$ cat src/rtl/ram_arbiter_pkg.sv
`default_nettype none
// ============================================================================
// Module      : ram_arbiter_pkg
// Description : Shared bus widths, memory-select encodings and state types
//               for the unified RAM port arbiter.
// Revision    : 1.0 - initial release
// ============================================================================
package ram_arbiter_pkg;

  localparam int ADDR_W   = 32;
  localparam int DATA_W   = 32;
  localparam int SEL_W    = 4;
  localparam int RAM_WE_W = 4;

  localparam logic [SEL_W-1:0] MEM_SEL_BYTE = 4'b0001;
  localparam logic [SEL_W-1:0] MEM_SEL_HALF = 4'b0011;
  localparam logic [SEL_W-1:0] MEM_SEL_WORD = 4'b1111;

  typedef enum logic [0:0] {
    ST_IDLE = 1'b0,
    ST_WAIT = 1'b1
  } arb_state_t;

  typedef enum logic [0:0] {
    OWN_INST = 1'b0,
    OWN_DATA = 1'b1
  } owner_t;

endpackage
`default_nettype wire

$ cat src/rtl/ram_arbiter_if.sv
`default_nettype none
// ============================================================================
// Module      : ram_arbiter_if
// Description : Bundles the fetch port, the data port and the RAM port of the
//               arbiter. The master modport is the environment side
//               (requesters plus the RAM itself); the slave modport is the
//               arbiter.
//   inst_*  : fetch request / grant / read data
//   data_*  : load-store request / grant / reject / completion
//   ram_*   : strobe, byte enables, word address, write data, read data
//   busy    : an access is outstanding
// Revision    : 1.0 - initial release
// ============================================================================
interface ram_arbiter_if;
  import ram_arbiter_pkg::*;

  logic                inst_req;
  logic [ADDR_W-1:0]   inst_addr;
  logic                inst_ack;
  logic                inst_rvalid;
  logic [DATA_W-1:0]   inst_rdata;

  logic                data_req;
  logic                data_we;
  logic [SEL_W-1:0]    data_sel;
  logic [ADDR_W-1:0]   data_addr;
  logic [DATA_W-1:0]   data_wdata;
  logic                data_ack;
  logic                data_misalign;
  logic                data_rvalid;
  logic [DATA_W-1:0]   data_rdata;

  logic                ram_en;
  logic [RAM_WE_W-1:0] ram_we;
  logic [ADDR_W-1:0]   ram_addr;
  logic [DATA_W-1:0]   ram_wdata;
  logic [DATA_W-1:0]   ram_rdata;

  logic                busy;

  modport master (
    output inst_req, inst_addr,
    output data_req, data_we, data_sel, data_addr, data_wdata,
    output ram_rdata,
    input  inst_ack, inst_rvalid, inst_rdata,
    input  data_ack, data_misalign, data_rvalid, data_rdata,
    input  ram_en, ram_we, ram_addr, ram_wdata, busy
  );

  modport slave (
    input  inst_req, inst_addr,
    input  data_req, data_we, data_sel, data_addr, data_wdata,
    input  ram_rdata,
    output inst_ack, inst_rvalid, inst_rdata,
    output data_ack, data_misalign, data_rvalid, data_rdata,
    output ram_en, ram_we, ram_addr, ram_wdata, busy
  );

endinterface
`default_nettype wire

$ cat src/rtl/ram_arbiter_store_align.sv
`default_nettype none
// ============================================================================
// Module      : store_align
// Description : Combinational data-request lane logic. Flags misaligned or
//               illegal size encodings, shifts the size mask into byte write
//               enables, and replicates store data across the lanes.
//   i_sel       : size select (byte / half / word)
//   i_addr_lo   : byte offset within the word
//   i_we        : request is a store
//   i_wdata     : right-justified store data
//   o_misalign  : request must be rejected
//   o_ram_we    : byte enables (zero for loads and rejects)
//   o_ram_wdata : lane-replicated store data
// Revision    : 1.0 - initial release
// ============================================================================
module store_align
  import ram_arbiter_pkg::*;
(
  input  wire logic [SEL_W-1:0]    i_sel,
  input  wire logic [1:0]          i_addr_lo,
  input  wire logic                i_we,
  input  wire logic [DATA_W-1:0]   i_wdata,
  output logic                     o_misalign,
  output logic [RAM_WE_W-1:0]      o_ram_we,
  output logic [DATA_W-1:0]        o_ram_wdata
);

  always_comb begin
    o_misalign  = 1'b1;
    o_ram_wdata = '0;
    case (i_sel)
      MEM_SEL_BYTE: begin
        o_misalign  = 1'b0;
        o_ram_wdata = {4{i_wdata[7:0]}};
      end
      MEM_SEL_HALF: begin
        o_misalign  = i_addr_lo[0];
        o_ram_wdata = {2{i_wdata[15:0]}};
      end
      MEM_SEL_WORD: begin
        o_misalign  = (i_addr_lo != 2'b00);
        o_ram_wdata = i_wdata;
      end
      default: begin
        o_misalign  = 1'b1;
        o_ram_wdata = '0;
      end
    endcase
  end

  // The shift cannot overflow the 4 lanes once alignment has been accepted.
  assign o_ram_we = (i_we && !o_misalign) ? (i_sel << i_addr_lo) : '0;

endmodule
`default_nettype wire

$ cat src/rtl/ram_arbiter.sv
`default_nettype none
// ============================================================================
// Module      : ram_arbiter
// Description : Shares one synchronous RAM port between instruction fetch and
//               the MEM-stage data requester. Data has priority unless fetch
//               has lost STARVE_LIMIT contests in a row. One access is
//               tracked through a fixed RAM latency; a new grant may issue in
//               the completion cycle.
//   clk  : rising-edge clock
//   rst  : asynchronous reset, active low
//   bus  : fetch, data and RAM ports (slave view)
// Revision    : 1.0 - initial release
// ============================================================================
module ram_arbiter
  import ram_arbiter_pkg::*;
#(
  parameter int RAM_LATENCY  = 1,
  parameter int STARVE_LIMIT = 4
) (
  input  wire logic clk,
  input  wire logic rst,
  ram_arbiter_if.slave bus
);

  localparam logic [2:0] C_LAT        = 3'(RAM_LATENCY);
  localparam logic [3:0] C_STARVE_MAX = 4'(STARVE_LIMIT);
  localparam logic [ADDR_W-1:0] C_WORD_MASK = ~ADDR_W'(3);

  arb_state_t r_state;
  logic [2:0] r_cnt;
  logic [3:0] r_starve;
  owner_t     r_owner;
  logic       r_store;

  logic                w_done;
  logic                w_window;
  logic                w_inst_win;
  logic                w_data_win;
  logic                w_data_go;
  logic                w_grant;
  logic                w_misalign;
  logic [RAM_WE_W-1:0] w_align_we;
  logic [DATA_W-1:0]   w_align_wdata;
  logic                w_inst_rvalid;
  logic                w_data_rvalid;

  store_align u_store_align (
    .i_sel       (bus.data_sel),
    .i_addr_lo   (bus.data_addr[1:0]),
    .i_we        (bus.data_we),
    .i_wdata     (bus.data_wdata),
    .o_misalign  (w_misalign),
    .o_ram_we    (w_align_we),
    .o_ram_wdata (w_align_wdata)
  );

  assign w_done   = (r_state == ST_WAIT) && (r_cnt == 3'd1);
  // Gating with rst keeps every combinational output low while in reset.
  assign w_window = rst && ((r_state == ST_IDLE) || w_done);

  // Data wins a contest unless fetch has reached the starvation limit.
  assign w_data_win = w_window && bus.data_req &&
                      !(bus.inst_req && (r_starve == C_STARVE_MAX));
  assign w_inst_win = w_window && bus.inst_req && !w_data_win;
  assign w_data_go  = w_data_win && !w_misalign;
  assign w_grant    = w_inst_win || w_data_go;

  assign bus.inst_ack      = w_inst_win;
  assign bus.data_ack      = w_data_win;
  assign bus.data_misalign = w_data_win && w_misalign;

  assign bus.ram_en    = w_grant;
  assign bus.ram_we    = w_data_go ? w_align_we : '0;
  assign bus.ram_addr  = w_inst_win ? (bus.inst_addr & C_WORD_MASK) :
                         w_data_go  ? (bus.data_addr & C_WORD_MASK) : '0;
  assign bus.ram_wdata = (w_data_go && bus.data_we) ? w_align_wdata : '0;

  assign w_inst_rvalid   = w_done && (r_owner == OWN_INST);
  assign w_data_rvalid   = w_done && (r_owner == OWN_DATA);
  assign bus.inst_rvalid = w_inst_rvalid;
  assign bus.data_rvalid = w_data_rvalid;
  assign bus.inst_rdata  = w_inst_rvalid ? bus.ram_rdata : '0;
  assign bus.data_rdata  = (w_data_rvalid && !r_store) ? bus.ram_rdata : '0;
  assign bus.busy        = (r_state == ST_WAIT);

  always_ff @(posedge clk or negedge rst) begin
    if (!rst) begin
      r_state  <= ST_IDLE;
      r_cnt    <= 3'd0;
      r_starve <= 4'd0;
      r_owner  <= OWN_INST;
      r_store  <= 1'b0;
    end else begin
      // A rejected data request still counts as a data win here.
      if (w_inst_win) begin
        r_starve <= 4'd0;
      end else if (w_data_win && bus.inst_req && (r_starve != C_STARVE_MAX)) begin
        r_starve <= r_starve + 4'd1;
      end

      if (w_grant) begin
        r_state <= ST_WAIT;
        r_cnt   <= C_LAT;
        r_owner <= w_inst_win ? OWN_INST : OWN_DATA;
        r_store <= w_data_go && bus.data_we;
      end else if (r_state == ST_WAIT) begin
        if (r_cnt == 3'd1) begin
          r_state <= ST_IDLE;
          r_cnt   <= 3'd0;
        end else begin
          r_cnt <= r_cnt - 3'd1;
        end
      end
    end
  end

endmodule
`default_nettype wire

$ cat src/flat_wrapper.sv
// flat-port wrapper written by rule: the top's interface ports become plain ports
module ram_arbiter_flat import ram_arbiter_pkg::*;
#(
  parameter int RAM_LATENCY  = 1,
  parameter int STARVE_LIMIT = 4
)
  (clk, rst, bus_inst_req, bus_inst_addr, bus_data_req, bus_data_we, bus_data_sel, bus_data_addr, bus_data_wdata, bus_ram_rdata, bus_inst_ack, bus_inst_rvalid, bus_inst_rdata, bus_data_ack, bus_data_misalign, bus_data_rvalid, bus_data_rdata, bus_ram_en, bus_ram_we, bus_ram_addr, bus_ram_wdata, bus_busy);
  ram_arbiter_if bus_i ();
  input  wire logic clk;
  input  wire logic rst;
  input wire logic [$bits(bus_i.inst_req)-1:0] bus_inst_req;
  input wire logic [$bits(bus_i.inst_addr)-1:0] bus_inst_addr;
  input wire logic [$bits(bus_i.data_req)-1:0] bus_data_req;
  input wire logic [$bits(bus_i.data_we)-1:0] bus_data_we;
  input wire logic [$bits(bus_i.data_sel)-1:0] bus_data_sel;
  input wire logic [$bits(bus_i.data_addr)-1:0] bus_data_addr;
  input wire logic [$bits(bus_i.data_wdata)-1:0] bus_data_wdata;
  input wire logic [$bits(bus_i.ram_rdata)-1:0] bus_ram_rdata;
  output wire logic [$bits(bus_i.inst_ack)-1:0] bus_inst_ack;
  output wire logic [$bits(bus_i.inst_rvalid)-1:0] bus_inst_rvalid;
  output wire logic [$bits(bus_i.inst_rdata)-1:0] bus_inst_rdata;
  output wire logic [$bits(bus_i.data_ack)-1:0] bus_data_ack;
  output wire logic [$bits(bus_i.data_misalign)-1:0] bus_data_misalign;
  output wire logic [$bits(bus_i.data_rvalid)-1:0] bus_data_rvalid;
  output wire logic [$bits(bus_i.data_rdata)-1:0] bus_data_rdata;
  output wire logic [$bits(bus_i.ram_en)-1:0] bus_ram_en;
  output wire logic [$bits(bus_i.ram_we)-1:0] bus_ram_we;
  output wire logic [$bits(bus_i.ram_addr)-1:0] bus_ram_addr;
  output wire logic [$bits(bus_i.ram_wdata)-1:0] bus_ram_wdata;
  output wire logic [$bits(bus_i.busy)-1:0] bus_busy;
  assign bus_i.inst_req = bus_inst_req;
  assign bus_i.inst_addr = bus_inst_addr;
  assign bus_i.data_req = bus_data_req;
  assign bus_i.data_we = bus_data_we;
  assign bus_i.data_sel = bus_data_sel;
  assign bus_i.data_addr = bus_data_addr;
  assign bus_i.data_wdata = bus_data_wdata;
  assign bus_i.ram_rdata = bus_ram_rdata;
  assign bus_inst_ack = bus_i.inst_ack;
  assign bus_inst_rvalid = bus_i.inst_rvalid;
  assign bus_inst_rdata = bus_i.inst_rdata;
  assign bus_data_ack = bus_i.data_ack;
  assign bus_data_misalign = bus_i.data_misalign;
  assign bus_data_rvalid = bus_i.data_rvalid;
  assign bus_data_rdata = bus_i.data_rdata;
  assign bus_ram_en = bus_i.ram_en;
  assign bus_ram_we = bus_i.ram_we;
  assign bus_ram_addr = bus_i.ram_addr;
  assign bus_ram_wdata = bus_i.ram_wdata;
  assign bus_busy = bus_i.busy;
  ram_arbiter #(.RAM_LATENCY(RAM_LATENCY), .STARVE_LIMIT(STARVE_LIMIT)) u_core (.clk(clk), .rst(rst), .bus(bus_i));
endmodule
$ cat config.mk
export PLATFORM = sky130hd
export DESIGN_NAME = ram_arbiter_flat
export DESIGN_NICKNAME = d
export VERILOG_FILES = /design/src/rtl/ram_arbiter_pkg.sv /design/src/rtl/ram_arbiter_if.sv /design/src/rtl/ram_arbiter_store_align.sv /design/src/rtl/ram_arbiter.sv /design/src/flat_wrapper.sv
export SDC_FILE = /design/constraint.sdc
export NUM_CORES = 1
export LEC_CHECK = 0
export CAP_MARGIN = 20
export CORE_AREA = 3 3 106 108
export CTS_BUF_LIST = sky130_fd_sc_hd__clkbuf_8 sky130_fd_sc_hd__clkbuf_16
export DETAILED_ROUTE_END_ITERATION = 6
export DIE_AREA = 0 0 109 111
export PLACE_DENSITY_LB_ADDON = 0.2
export SYNTH_ARGS = -nofsm -noshare
export SYNTH_HDL_FRONTEND = slang
export SYNTH_SLANG_ARGS = --single-unit
$ cat constraint.sdc
create_clock -name clk -period 2.2 [get_ports clk]
set_clock_uncertainty 0.05 [all_clocks]
set_input_delay 0.44 -clock clk [delete_from_list [all_inputs] [get_ports clk]]
set_output_delay 0.44 -clock clk [all_outputs]
set_load 0.02 [all_outputs]
* Word-level counts from Yosys, hierarchy flattened
Index checks and enable logic that the tools add are counted.
Word-level totals: flip-flop bits (word level) 10, input bits 137, output and inout bits 139, logic and storage cells 59
Cells by class: add/sub/neg operators 2, equality and inequality tests 6, shifts and indexed selects 1, muxes and demuxes 18, bitwise operators 2, reductions and logical operators 25
Operators by type and width (count):
- $mux 32 | 5
- $pmux 32 s3 | 1
- $logic_and 1x1->1 | 16
- $mux 4 | 4
- $mux 3 | 3
- $reduce_bool 2->1 | 3
- $add 4x1->4 const B | 1
- $eq 4x1->1 const B | 1
- $eq 4x2->1 const B | 1
- $eq 4x3->1 const B | 1
- $eq 4x4->1 const B | 1
- $logic_not 1->1 | 4
- $mux 1 | 4
- $ne 4x3->1 const B | 1
- $shl 4x2->4 | 1
- $eq 3x1->1 const B | 1
- $pmux 1 s3 | 1
- $sub 3x1->3 const B | 1
- $logic_or 1x1->1 | 2
- $not 1->1 | 2

* Longest topological paths before layout
depth in word-level cells 10, depth in mapped cells 8, mapped depth without buffers 6

* Cells and area by module
From an unflattened synthesis, not the netlist that was laid out.
Unflattened totals: cells, all modules 383, area total of the unflattened synthesis 2457.4 sq um
Modules (own cells, without submodules):
- ram_arbiter | times used 1, cells an instance 286, area each 1834.3 sq um, sequential area each 250.2 sq um
- store_align | times used 1, cells an instance 97, area each 623.1 sq um, sequential area each 0.0 sq um

* Least setup slack after synthesis
Ideal clock, no wire load.
path kind register -> output, start point register u_core.r_cnt[1], end point output bus_ram_we[2], arrival 2.003 ns, data required time 1.710 ns, slack -0.293 ns, stages on the path, launching flop included 8, path buffers 1, path through dfrtp_1 -> inv_1 -> ha_1 -> nor2b_2 -> o2111ai_2 -> or3_4 -> buf_6 -> a211oi_1
Between the ends: longest elaborated chain between the ends 8
RTL lines:
- from (decl) | line ram_arbiter.sv:30 | logic [2:0] r_cnt;
- from (signal assigned) | line ram_arbiter.sv:111 | r_cnt <= r_cnt - 3'd1;
- $eq 3x1->1 | line ram_arbiter.sv:57 | assign w_done = (r_state == ST_WAIT) && (r_cnt == 3'd1);
- $logic_and 1x1->1 | line ram_arbiter.sv:57
- $logic_or 1x1->1 | line ram_arbiter.sv:59 | assign w_window = rst && ((r_state == ST_IDLE) || w_done);
- $logic_and 1x1->1 | line ram_arbiter.sv:59
- $logic_and 1x1->1 (2 in series) | line ram_arbiter.sv:62 | assign w_data_win = w_window && bus.data_req &&
- $logic_and 1x1->1 | line ram_arbiter.sv:65 | assign w_data_go = w_data_win && !w_misalign;
- $mux 4 | line ram_arbiter.sv:73 | assign bus.ram_we = w_data_go ? w_align_we : '0;
- to (decl) | line flat_wrapper.sv:27 | output wire logic [$bits(bus_i.ram_we)-1:0] bus_ram_we;
Every way passes these cells.

* Worst setup path in the final report
start point register u_core.r_cnt[1], end point output bus_ram_wdata[8]
Between the ends: longest elaborated chain between the ends 9
RTL lines:
- $eq 3x1->1 | line ram_arbiter.sv:57
- $logic_and 1x1->1 | line ram_arbiter.sv:57
- $logic_or 1x1->1 | line ram_arbiter.sv:59
- $logic_and 1x1->1 | line ram_arbiter.sv:59
- $logic_and 1x1->1 (2 in series) | line ram_arbiter.sv:62
- $logic_and 1x1->1 | line ram_arbiter.sv:65
- $logic_and 1x1->1 | line ram_arbiter.sv:76 | assign bus.ram_wdata = (w_data_go && bus.data_we) ? w_align_wdata : '0;
- $mux 32 | line ram_arbiter.sv:76
- to (decl) | line flat_wrapper.sv:29 | output wire logic [$bits(bus_i.ram_wdata)-1:0] bus_ram_wdata;
Every way passes these cells.

==> impl_results.md <==
* Library cells used by synthesis at 41
* PD cells at 471 nW/um2
* Largest stage delay, worst path at 0.48 ns
* Post-Synth XOR/XNOR Area at 0
* Fmax at 0.397 GHz
* Area of the die at 12100 um2
* Site row count at 37
* GRT Total Usage at 0.232
* Port Buffer Count at 271
* Initial antenna violation count at 1
* Clock transition at path regs at 0.05 ns
* Global-route wire length before repair at 22.7 mm
* Stages on the worst setup path at 8
* Most frequent CP cell: buf_6
* Crit path launch: u_core.r_cnt[1]
* Worst r2r src: u_core.r_cnt[1]
* Outcome: finished with violations
* Worst Setup End Kind: output pin
* Sink Count at 10
* Total number of vias at 4228
* Tightest Hold Check Type: input port to async pin
* Skew-Pair Late Insertion Delay at 0.24 ns
* Syn Area/Cell at 6.48 um2
* GR Layer Usage met3 at 0.0478
* GR Util met2 at 0.459
* CTS Buffer Depth at 2
* Most frequent cells in the layout: 129 x buf_6, 126 x clkdlybuf4s50_1, 94 x buf_4
* Max FO, Critical Path at 7
* Inserted Clock Buffers at 3
* Largest net degree at the start of global routing at 35
* Synth Area in Adders at 0.0217
* RSZ-0062 raised after global routing: true
* Post-layout min period at 2.52 ns
* Final Hold Vio Count at 0
* Global Route met1 Usage at 0.236
* Failing checks: setup timing
* Final #Nets at 858
* Global route overflow at 0
* Critical path class: flip-flop to output pin
* Share of cells above drive strength 1 at 0.623
* Routability Congestion at 0.818
* H-Tree Depth at 1
* Final setup vio count at 121
* Worst Path Required at 1.71 ns
* Flop2flop setup slack at -0.07 ns
* Post-route DRC at 0
* Initial core utilization at 0.223
* Design area at 7390 um2
* WL final at 15.7 mm
* Sequential area share after synthesis at 0.109
* Largest family of logic cells by synthesized area: simple AND/OR/NAND/NOR gates
* Simple-gate share of the synthesized area at 0.471
* Worst path slowest cell: or3_4
* CTS Hold Bufs at 0
* Multiplexer share of the synthesized area at 0.0477
* Area after DPL at 5840 um2
* Synth top area share at 0.206
* Max-cap violations at 0
* Die width at 109 um
* Vias in the first global route at 4332
* Ranking of synthesized cells by area: and2_1 21%, nand3_1 14%, dfrtp_1 11%
* Critical Path End: bus_ram_wdata[8]
* GRT busiest layer: met2
* CTS root buf: clkbuf_8
* Antenna violation net count after detailed routing at 0
* Yosys top cell by area: and2_1
* Bufs and invs on worst path at 3
* Static leakage at 3.04 nW
* Cell count after synthesis at 356
* DP HPWL at 10.5 mm
* Total Negative Setup Slacks at -21.80 ns
* R2r worst-path depth at 11
* 1st-pass router iterations at 4
* CP Launch Type: flip-flop
* Syn-to-layout area delta at 221%
* Critical R2R Capture: u_core.r_starve[3]
* CTS tree: built
* Final Cycle Share at 1.15
* Yosys Warn Count at 0
* Die height at 111 um
* Top cell family by delay on the critical path: simple AND/OR/NAND/NOR gates
* Commonest non-fill, non-tap cell in the layout: buf_6
* Compound-Gate Fraction of Synth Area at 0.256
* Yosys reg bits at 10
* Post-DR vias/cell at 4.96
* DR iter-0 viols at 205
* WL/cell at 18.4 um
* # IOs at 276
* Worst VDD drop at 0.273 mV
* CP arrival at 2.03 ns
* Worst-path cell chain: inv_2 -> ha_4 -> nor2b_4 -> o2111ai_4 -> or3_4 -> buf_6 -> nor2_4 -> buf_6
* Core ar. at 10300 um2
* Setup WS post-layout at -0.321 ns
* Slew Limit Fails at 0
* Synth Cell Area at 2310 um2
[cell families (layout without fill, tap and decap cells)]
kind of cell,Yosys count,count (layout)
other,1,3
AO/OA/AOI/OAI,86,86
buffers and inverters,46,404
adder cells (fa/ha/maj),4,4
AND/OR/NAND/NOR,199,200
flip-flops,10,10
multiplexers,10,10
[area by class of cell]
type,instances,area [um2]
Multi-Input combinational cell,302,2700
Clock buffer,4,55.1
Inverter,8,30.0
Tap cell,136,170
Antenna cell,1,2.50
Sequential cell,10,250
Timing Repair Buffer,392,4180
Fill cell,794,2930
[Yosys cell counts]
cell,instances
dfrtp_1,10
nor2b_1,3
o21ai_0,5
conb_1,1
a32o_1,1
buf_6,3
nor2b_2,1
nor2_1,30
o22ai_1,1
or4_1,1
a211oi_1,4
nor2_2,1
o2bb2ai_1,1
nand2b_1,3
a21oi_1,34
and4bb_2,1
o21bai_1,1
a22o_1,8
and2_1,76
a21boi_0,1
o2111ai_2,1
and3_1,1
clkbuf_1,19
a22oi_1,16
a32oi_1,9
ha_1,4
nand4b_1,1
inv_1,8
or3_4,1
mux2_2,8
nand3_1,63
nor4b_2,1
buf_4,3
a32oi_2,1
nand2_1,9
nor3_1,7
o211ai_1,2
buf_2,8
mux2i_1,2
buf_1,5
a211o_1,1
[routing by layer]
metal	vias up	wire length [um]
li1	2003	-
met1	1989	5160
met2	198	8690
met3	38	1350
met4	0	491
met5	-	0
[timing repair]
item,CTS,global route
buffers inserted,37,15
cloned,13,4
gates resized for setup,850,141
endpoints found under the setup margin,136,136
pin swaps,37,43
[through the flow]
| step | cells | hold slack, ns | worst slack [ns] | utilization | power [mW] |
|---|---|---|---|---|---|
| final | 853 | 0.353 | -0.321 | 0.716 | 3.48 |
| after global routing | 853 | 0.358 | -0.397 | 0.716 | 3.70 |
| after CTS | 842 | 0.359 | -0.342 | 0.670 | 3.26 |
| after detailed placement | 788 | 0.523 | -1.01 | 0.566 | 2.28 |
| after global placement | 788 | 0.485 | -0.964 | 0.566 | 2.26 |
| after floorplan | 357 | 0.0944 | -0.0543 | - | 1.20 |
[registers in the layout, indices dropped and copies added, names as in the netlist]
name             count
u_core.r_store       1
u_core.bus.busy      1
u_core.r_cnt         3
u_core.r_owner       1
u_core.r_starve      4
[power breakdown]
group,total (mW),internal (mW),switching [mW]
sequential,0.313,0.256,0.0562
clock,0.237,0.158,0.0789
combinational,2.93,1.66,1.27
total,3.48,2.08,1.41
[how the worst min path moves through the flow]
| stage | slack [ns] | endpoint |
|---|---|---|
| floorplan | 0.09 | u_core.bus.busy |
| global placement | 0.49 | u_core.r_starve[3] |
| detailed placement | 0.52 | u_core.r_starve[3] |
| CTS | 0.36 | u_core.r_cnt[2] |
| global route | 0.36 | u_core.r_starve[3] |
| finish | 0.35 | u_core.r_starve[3] |
(Power assumes the default switching activity.)
